## src/rtl/uart_mem_bridge.sv

```systemverilog
// uart_mem_bridge: UART (8N1) command port that peeks/pokes 32-bit words on the
// mem_valid/mem_ready bus. Commands: 'W' addr[4] data[4] -> 0x06,
// 'R' addr[4] -> rdata[4], anything else or a bus timeout -> 0x15.
// Optional build macro UART_BRIDGE_AUTOINC_EN adds the 'w'/'r' opcodes, which
// reuse a persistent address register that advances by 4 after every success.
module uart_mem_bridge #(
    parameter int CLK_FREQ     = 100_000_000,
    parameter int BAUD         = 115200,
    parameter int BUS_TIMEOUT  = 1024,
    parameter int IDLE_TIMEOUT = 1_000_000
) (
    input  logic        clk,
    input  logic        resetn,
    input  logic        uart_rx,
    output logic        uart_tx,
    output logic        mem_valid,
    output logic        mem_instr,
    input  logic        mem_ready,
    output logic [31:0] mem_addr,
    output logic [31:0] mem_wdata,
    output logic [3:0]  mem_wstrb,
    input  logic [31:0] mem_rdata,
    output logic        busy,
    output logic        bus_err
);

    localparam int CLKS_PER_BIT = CLK_FREQ / BAUD;
    localparam int BCW = $clog2(CLKS_PER_BIT);
    localparam int BTW = $clog2(BUS_TIMEOUT + 1);
    localparam int ITW = $clog2(IDLE_TIMEOUT + 1);
    localparam logic [BCW-1:0] BIT_LAST  = BCW'(CLKS_PER_BIT - 1);
    localparam logic [BCW-1:0] HALF_LAST = BCW'(CLKS_PER_BIT / 2 - 1);
    localparam logic [BTW-1:0] BUS_LAST  = BTW'(BUS_TIMEOUT - 1);
    localparam logic [ITW-1:0] IDLE_LAST = ITW'(IDLE_TIMEOUT - 1);

    localparam logic [7:0] OP_WRITE = 8'h57;
    localparam logic [7:0] OP_READ  = 8'h52;
`ifdef UART_BRIDGE_AUTOINC_EN
    localparam logic [7:0] OP_WRITE_INC = 8'h77;
    localparam logic [7:0] OP_READ_INC  = 8'h72;
`endif
    localparam logic [7:0] REPLY_ACK = 8'h06;
    localparam logic [7:0] REPLY_NAK = 8'h15;

    // ------------------------------------------------------------------
    // Receiver
    // ------------------------------------------------------------------
    typedef enum logic [1:0] {RX_IDLE, RX_START, RX_DATA, RX_STOP} rx_state_t;

    rx_state_t      rx_state_reg;
    logic           rx_meta_reg, rx_sync_reg, rx_prev_reg;
    logic [BCW-1:0] rx_cnt_reg;
    logic [2:0]     rx_bit_reg;
    logic [7:0]     rx_shift_reg;
    logic [7:0]     rx_data_reg;
    logic           rx_strobe_reg;
    logic           rx_ferr_reg;

    // Synchronise the line, detect a start edge, sample mid-bit, validate the stop bit.
    always_ff @(posedge clk or negedge resetn) begin
        if (!resetn) begin
            rx_meta_reg   <= 1'b1;
            rx_sync_reg   <= 1'b1;
            rx_prev_reg   <= 1'b1;
            rx_state_reg  <= RX_IDLE;
            rx_cnt_reg    <= '0;
            rx_bit_reg    <= '0;
            rx_shift_reg  <= '0;
            rx_data_reg   <= '0;
            rx_strobe_reg <= 1'b0;
            rx_ferr_reg   <= 1'b0;
        end else begin
            rx_meta_reg   <= uart_rx;
            rx_sync_reg   <= rx_meta_reg;
            rx_prev_reg   <= rx_sync_reg;
            rx_strobe_reg <= 1'b0;
            rx_ferr_reg   <= 1'b0;
            case (rx_state_reg)
                RX_IDLE: begin
                    // Edge (not level) so a line stuck low after a framing error cannot retrigger.
                    if (rx_prev_reg && !rx_sync_reg) begin
                        rx_state_reg <= RX_START;
                        rx_cnt_reg   <= '0;
                    end
                end
                RX_START: begin
                    if (rx_cnt_reg == HALF_LAST) begin
                        rx_cnt_reg <= '0;
                        if (rx_sync_reg) begin
                            rx_state_reg <= RX_IDLE;
                        end else begin
                            rx_state_reg <= RX_DATA;
                            rx_bit_reg   <= '0;
                        end
                    end else begin
                        rx_cnt_reg <= rx_cnt_reg + BCW'(1);
                    end
                end
                RX_DATA: begin
                    if (rx_cnt_reg == BIT_LAST) begin
                        rx_cnt_reg   <= '0;
                        rx_shift_reg <= {rx_sync_reg, rx_shift_reg[7:1]};
                        if (rx_bit_reg == 3'd7) begin
                            rx_state_reg <= RX_STOP;
                        end else begin
                            rx_bit_reg <= rx_bit_reg + 3'd1;
                        end
                    end else begin
                        rx_cnt_reg <= rx_cnt_reg + BCW'(1);
                    end
                end
                default: begin
                    if (rx_cnt_reg == BIT_LAST) begin
                        rx_state_reg <= RX_IDLE;
                        rx_cnt_reg   <= '0;
                        if (rx_sync_reg) begin
                            rx_data_reg   <= rx_shift_reg;
                            rx_strobe_reg <= 1'b1;
                        end else begin
                            rx_ferr_reg <= 1'b1;
                        end
                    end else begin
                        rx_cnt_reg <= rx_cnt_reg + BCW'(1);
                    end
                end
            endcase
        end
    end

    // ------------------------------------------------------------------
    // Transmitter
    // ------------------------------------------------------------------
    logic           tx_line_reg;
    logic           tx_busy_reg;
    logic [BCW-1:0] tx_cnt_reg;
    logic [3:0]     tx_idx_reg;
    logic [8:0]     tx_shift_reg;
    logic           tx_done;
    logic           tx_ready;
    logic           tx_load;
    logic [7:0]     tx_byte;

    // The final stop-bit cycle counts as free so the next reply byte starts without a gap.
    assign tx_done  = tx_busy_reg && (tx_idx_reg == 4'd9) && (tx_cnt_reg == BIT_LAST);
    assign tx_ready = !tx_busy_reg || tx_done;

    // Shift start, 8 data bits LSB first, stop; reset forces the line idle-high.
    always_ff @(posedge clk or negedge resetn) begin
        if (!resetn) begin
            tx_line_reg  <= 1'b1;
            tx_busy_reg  <= 1'b0;
            tx_cnt_reg   <= '0;
            tx_idx_reg   <= '0;
            tx_shift_reg <= '0;
        end else if (tx_load) begin
            tx_line_reg  <= 1'b0;
            tx_shift_reg <= {1'b1, tx_byte};
            tx_busy_reg  <= 1'b1;
            tx_cnt_reg   <= '0;
            tx_idx_reg   <= '0;
        end else if (tx_busy_reg) begin
            if (tx_cnt_reg == BIT_LAST) begin
                tx_cnt_reg <= '0;
                if (tx_idx_reg == 4'd9) begin
                    tx_busy_reg <= 1'b0;
                    tx_line_reg <= 1'b1;
                end else begin
                    tx_line_reg  <= tx_shift_reg[0];
                    tx_shift_reg <= {1'b1, tx_shift_reg[8:1]};
                    tx_idx_reg   <= tx_idx_reg + 4'd1;
                end
            end else begin
                tx_cnt_reg <= tx_cnt_reg + BCW'(1);
            end
        end
    end

    // ------------------------------------------------------------------
    // Command FSM and bus initiator
    // ------------------------------------------------------------------
    typedef enum logic [2:0] {S_IDLE, S_ADDR, S_WDATA, S_BUS, S_RESP, S_NAK} state_t;

    state_t         state_reg;
    logic           is_write_reg;
    logic [1:0]     fld_cnt_reg;
    logic [31:0]    field_reg;
    logic [31:0]    field_next;
    logic [31:0]    addr_reg;
    logic [31:0]    wdata_reg;
    logic [3:0]     wstrb_reg;
    logic [31:0]    rdata_reg;
    logic           valid_reg;
    logic           bus_err_reg;
    logic [BTW-1:0] bus_cnt_reg;
    logic [ITW-1:0] idle_cnt_reg;
    logic [2:0]     resp_idx_reg;
    logic [2:0]     resp_len_reg;
    logic [7:0]     rdata_bytes [4];

    // Little-endian field assembly: each new byte enters at the top.
    assign field_next = {rx_data_reg, field_reg[31:8]};

    for (genvar gi = 0; gi < 4; gi++) begin : g_rdata_bytes
        assign rdata_bytes[gi] = rdata_reg[8*gi +: 8];
    end

    assign tx_load = tx_ready && ((state_reg == S_RESP) || (state_reg == S_NAK))
                     && (resp_idx_reg != resp_len_reg);

    // Reply byte for the current response slot.
    always_comb begin
        tx_byte = REPLY_NAK;
        if (state_reg == S_RESP) begin
            tx_byte = is_write_reg ? REPLY_ACK : rdata_bytes[resp_idx_reg[1:0]];
        end
    end

    // Command decoding, field collection, bus handshake and reply sequencing.
    always_ff @(posedge clk or negedge resetn) begin
        if (!resetn) begin
            state_reg    <= S_IDLE;
            is_write_reg <= 1'b0;
            fld_cnt_reg  <= '0;
            field_reg    <= '0;
            addr_reg     <= '0;
            wdata_reg    <= '0;
            wstrb_reg    <= '0;
            rdata_reg    <= '0;
            valid_reg    <= 1'b0;
            bus_err_reg  <= 1'b0;
            bus_cnt_reg  <= '0;
            idle_cnt_reg <= '0;
            resp_idx_reg <= '0;
            resp_len_reg <= '0;
        end else begin
            bus_err_reg <= 1'b0;
            case (state_reg)
                S_IDLE: begin
                    if (rx_strobe_reg) begin
                        fld_cnt_reg  <= '0;
                        idle_cnt_reg <= '0;
                        case (rx_data_reg)
                            OP_WRITE: begin
                                state_reg    <= S_ADDR;
                                is_write_reg <= 1'b1;
                            end
                            OP_READ: begin
                                state_reg    <= S_ADDR;
                                is_write_reg <= 1'b0;
                            end
`ifdef UART_BRIDGE_AUTOINC_EN
                            OP_WRITE_INC: begin
                                state_reg    <= S_WDATA;
                                is_write_reg <= 1'b1;
                            end
                            OP_READ_INC: begin
                                state_reg    <= S_BUS;
                                is_write_reg <= 1'b0;
                                wstrb_reg    <= 4'h0;
                                bus_cnt_reg  <= '0;
                            end
`endif
                            default: begin
                                state_reg    <= S_NAK;
                                resp_idx_reg <= '0;
                                resp_len_reg <= 3'd1;
                            end
                        endcase
                    end
                end
                S_ADDR, S_WDATA: begin
                    if (rx_strobe_reg) begin
                        field_reg    <= field_next;
                        idle_cnt_reg <= '0;
                        fld_cnt_reg  <= fld_cnt_reg + 2'd1;
                        if (fld_cnt_reg == 2'd3) begin
                            if (state_reg == S_ADDR) begin
                                addr_reg <= field_next;
                                if (is_write_reg) begin
                                    state_reg <= S_WDATA;
                                end else begin
                                    state_reg   <= S_BUS;
                                    wstrb_reg   <= 4'h0;
                                    bus_cnt_reg <= '0;
                                end
                            end else begin
                                wdata_reg   <= field_next;
                                state_reg   <= S_BUS;
                                wstrb_reg   <= 4'hF;
                                bus_cnt_reg <= '0;
                            end
                        end
                    end else if (rx_ferr_reg || (idle_cnt_reg == IDLE_LAST)) begin
                        // Broken or stalled command: drop it without a reply.
                        state_reg <= S_IDLE;
                    end else begin
                        idle_cnt_reg <= idle_cnt_reg + ITW'(1);
                    end
                end
                S_BUS: begin
                    if (!valid_reg) begin
                        valid_reg <= 1'b1;
                    end else if (mem_ready) begin
                        // Ready wins even on the final timeout cycle.
                        valid_reg    <= 1'b0;
                        rdata_reg    <= mem_rdata;
                        state_reg    <= S_RESP;
                        resp_idx_reg <= '0;
                        resp_len_reg <= is_write_reg ? 3'd1 : 3'd4;
`ifdef UART_BRIDGE_AUTOINC_EN
                        addr_reg     <= addr_reg + 32'd4;
`endif
                    end else if (bus_cnt_reg == BUS_LAST) begin
                        valid_reg    <= 1'b0;
                        bus_err_reg  <= 1'b1;
                        state_reg    <= S_NAK;
                        resp_idx_reg <= '0;
                        resp_len_reg <= 3'd1;
                    end else begin
                        bus_cnt_reg <= bus_cnt_reg + BTW'(1);
                    end
                end
                default: begin
                    // S_RESP / S_NAK: feed reply bytes, leave once the last stop bit ends.
                    if (tx_load) begin
                        resp_idx_reg <= resp_idx_reg + 3'd1;
                    end
                    if ((resp_idx_reg == resp_len_reg) && tx_done) begin
                        state_reg <= S_IDLE;
                    end
                end
            endcase
        end
    end

    assign uart_tx   = tx_line_reg;
    assign mem_valid = valid_reg;
    assign mem_instr = 1'b0;
    assign mem_addr  = addr_reg;
    assign mem_wdata = wdata_reg;
    assign mem_wstrb = wstrb_reg;
    assign busy      = (state_reg != S_IDLE);
    assign bus_err   = bus_err_reg;

endmodule
```

## config.mk

```make
export PLATFORM = sky130hd
export DESIGN_NAME = uart_mem_bridge
export DESIGN_NICKNAME = d
export VERILOG_FILES = /design/src/rtl/uart_mem_bridge.sv
export SDC_FILE = /design/constraint.sdc
export NUM_CORES = 1
export LEC_CHECK = 0
export BUFFER_PORTS_ARGS = -buffer_cell sky130_fd_sc_hd__buf_2
export CORE_UTILIZATION = 34
export CTS_CLUSTER_SIZE = 40
export DETAILED_ROUTE_END_ITERATION = 6
export GPL_TIMING_DRIVEN = 0
export PLACE_DENSITY_LB_ADDON = 0.15
export SETUP_SLACK_MARGIN = 0.4
export SKIP_CTS_REPAIR_TIMING = 1
export SLEW_MARGIN = 40
export SYNTH_ARGS = -nofsm -noshare
export SYNTH_HDL_FRONTEND = slang
export SYNTH_SLANG_ARGS = --single-unit
export TNS_END_PERCENT = 20
```

## constraint.sdc

```tcl
create_clock -name clk -period 1.9 [get_ports clk]
set_input_delay 0.38 -clock clk [delete_from_list [all_inputs] [get_ports clk]]
set_output_delay 0.38 -clock clk [all_outputs]
set_load 0.05 [all_outputs]
```

==> metrics.csv <==
metric,value,unit
mostFrequentLayoutCell,dfrtp_1,
rsz0062_at_grt,true,
yosys.area.top_type_share,0.5396,
cts_tree,yes,
vias,7250,
cts-buffers-inserted,26,
num_rows,63,
drcViolationCount,0,
syn_to_final_growth,36.03,%
grt_pass1_wl,38840,um
hold_class,in2async,
coreArea,0.02972,mm2
wire_per_inst,17.53,um
clock.fmax,479.1,MHz
clkTransAtPathRegs,0.06,ns
grt_overflow,0,
crit_type,reg2reg,
power_density,745.1,mW/mm2
ios,109,
drt_pass1_iterations,4,
final_max_slew_viol_count,0,
status,finished with violations,
worstPathMaxFanout,5,
synth_nets,881,
postRouteAntennaNets,0,
irDropWorstVdd,0.6169,mV
timing.final.crit_share,1.099,
tns,-4.219,ns
die_h,176.0,um
hold_violations,42,
clockBufferDepth,3,
placed_area,0.01155,mm2
yosysWarnings,0,
final_cell_mix,"dfrtp_1, buf_6, mux2_2",
layout_setup_ws,-0.1873,ns
ys.flop_type,dfrtp_1,
drt_iter0_markers,330,
cp.arrival,2.51,ns
insertion_delay,0.54,ns
netlist_instances,834,
syn-cell-area,0.01030,mm2
grt_pass1_vias,7014,
die_x,176.0,um
numClockSinks,226,
htree_levels,1,
initial_core_util,0.3465,
yosys.area.top_type,dfrtp_1,
fin_crit,2.087,ns
finClkSkew,0.02344,ns
async_reset_ff_frac,1.000,
dp_hpwl,16320,um
final_area,0.01401,mm2
antenna_found_initial,0,
endpoint_kind,register,
clockRootBuffer,clkbuf_16,
num_antenna_cells,0,
synth_seq_cells,226,
grt_max_degree,73,
fin_nets,1067,
drive_above_1_share,0.4404,
synth_area_per_cell,12.35,um2
synth_area_leaders,"dfrtp_1, mux2_2, nand2_1",
viasPerCell,5.070,
routed_wirelength,25070,um
die-area,0.03098,mm2
synth_edf_count,0,
power_leakage,6.527,nW
grt_usage,0.1559,
worstMarginPinSlew,0.5751,ns
relSlewSlack,0.6137,
crit_path_start_kind,register,
whs,-0.2587,ns
setup-violations-final,75,
violations,"negative hold slack, negative setup slack",
gp_routability_congestion,0.7591,
io_buffers,107,
seq_area_frac_synth,0.5498,
synth_cell_types,72,
cap_violations,0,
cp.required,2.32,ns
post-route-util,0.4713,
power by group:
part	total [mW]	internal [mW]	switching (mW)
clock	4.94	2.91	2.02
sequential	4.97	4.89	0.0765
combinational	0.527	0.211	0.315
total	10.4	8.02	2.42
cells in the mapped netlist, types with 4 or more instances:
cell and instances:
a21o_1 7, a21oi_1 20, a31oi_1 6, and2_1 6, and3_1 11, and4_1 4
buf_1 4, buf_2 18, buf_4 6, clkbuf_1 16, dfrtp_1 222, dfstp_2 4
ha_1 11, inv_1 20, mux2_1 4, mux2_2 133, mux2i_1 7, mux4_2 8
nand2_1 49, nand2b_1 6, nand3_1 25, nand4_1 12, nand4b_1 8, nor2_1 31
nor2b_1 7, nor3_1 16, nor3b_1 4, o2111ai_1 6, o211ai_1 6, o21a_1 6
o21ai_0 20, o21ai_1 14, o22ai_1 5, o31ai_1 22, or3_1 8, or4_1 8
xnor2_1 5, xor2_1 10
stage by stage:
step	instances	worst slack [ns]	power, mW	hold slack, ns
finish	1430	-0.1873	10.44	-0.2587
CTS	1382	-0.5589	10.56	-0.2676
detailed placement	1334	-0.3950	5.571	0.3022
global route	1430	-0.2968	10.86	-0.2494
global placement	1331	-4.209	5.541	0.3464
floorplan	834	-0.09045	5.320	0.08441
worst max-delay path, cell delays in order, from the launching register on:
cell,delay [ns]
dfrtp_1,0.40
inv_1,0.06
ha_1,0.15
nand3b_1,0.17
o41ai_4,0.48
and2_4,0.21
buf_6,0.12
buf_8,0.12
mux2i_1,0.18
o21ai_1,0.07
final timing paths:
kind	slack [ns]	end	cells after the start	startpoint
worst max register to register	-0.19	tx_shift_reg[7]	9	tx_idx_reg[1]
min in group clk	0.07	rdata_reg[17]	2	mem_rdata[17]
worst min-delay path	-0.26	mem_addr[9]	1	resetn
max in group asynchronous	0.78	rx_prev_reg	4	resetn
worst max-delay path	-0.19	tx_shift_reg[7]	9	tx_idx_reg[1]
worst min register to register	0.35	rx_sync_reg	0	rx_meta_reg
area by class of cell:
class	count	area, um2
well taps	390	488.0
plain buffers	46	471.7
inverters	20	78.83
clock buffers	40	763.2
repair buffers	158	1560
flip-flops and latches	226	5674
fillers	2668	15710
clock inverters	8	93.84
multi-input cells	542	4876
routing by layer:
| layer | GRT usage | wire [um] |
|---|---|---|
| met2 | 0.2452 | 11790 |
| met4 | 0.04130 | 577 |
| met3 | 0.03079 | 1040 |
| met1 | 0.2187 | 11660 |
| met5 | 0 | 0 |
cells by family after synthesis:
group                    count (synthesis)  synth area share
flip-flops                             226            0.5498
other                                    1         0.0003642
AO/OA/AOI/OAI                          144           0.09929
adder cells (fa/ha/maj)                 11           0.01337
AND/OR/NAND/NOR                        217            0.1167
multiplexers                           153            0.1763
buffers and inverters                   66           0.02989
XOR/XNOR                                16           0.01434
No activity file was read; power rests on OpenSTA's default activity.
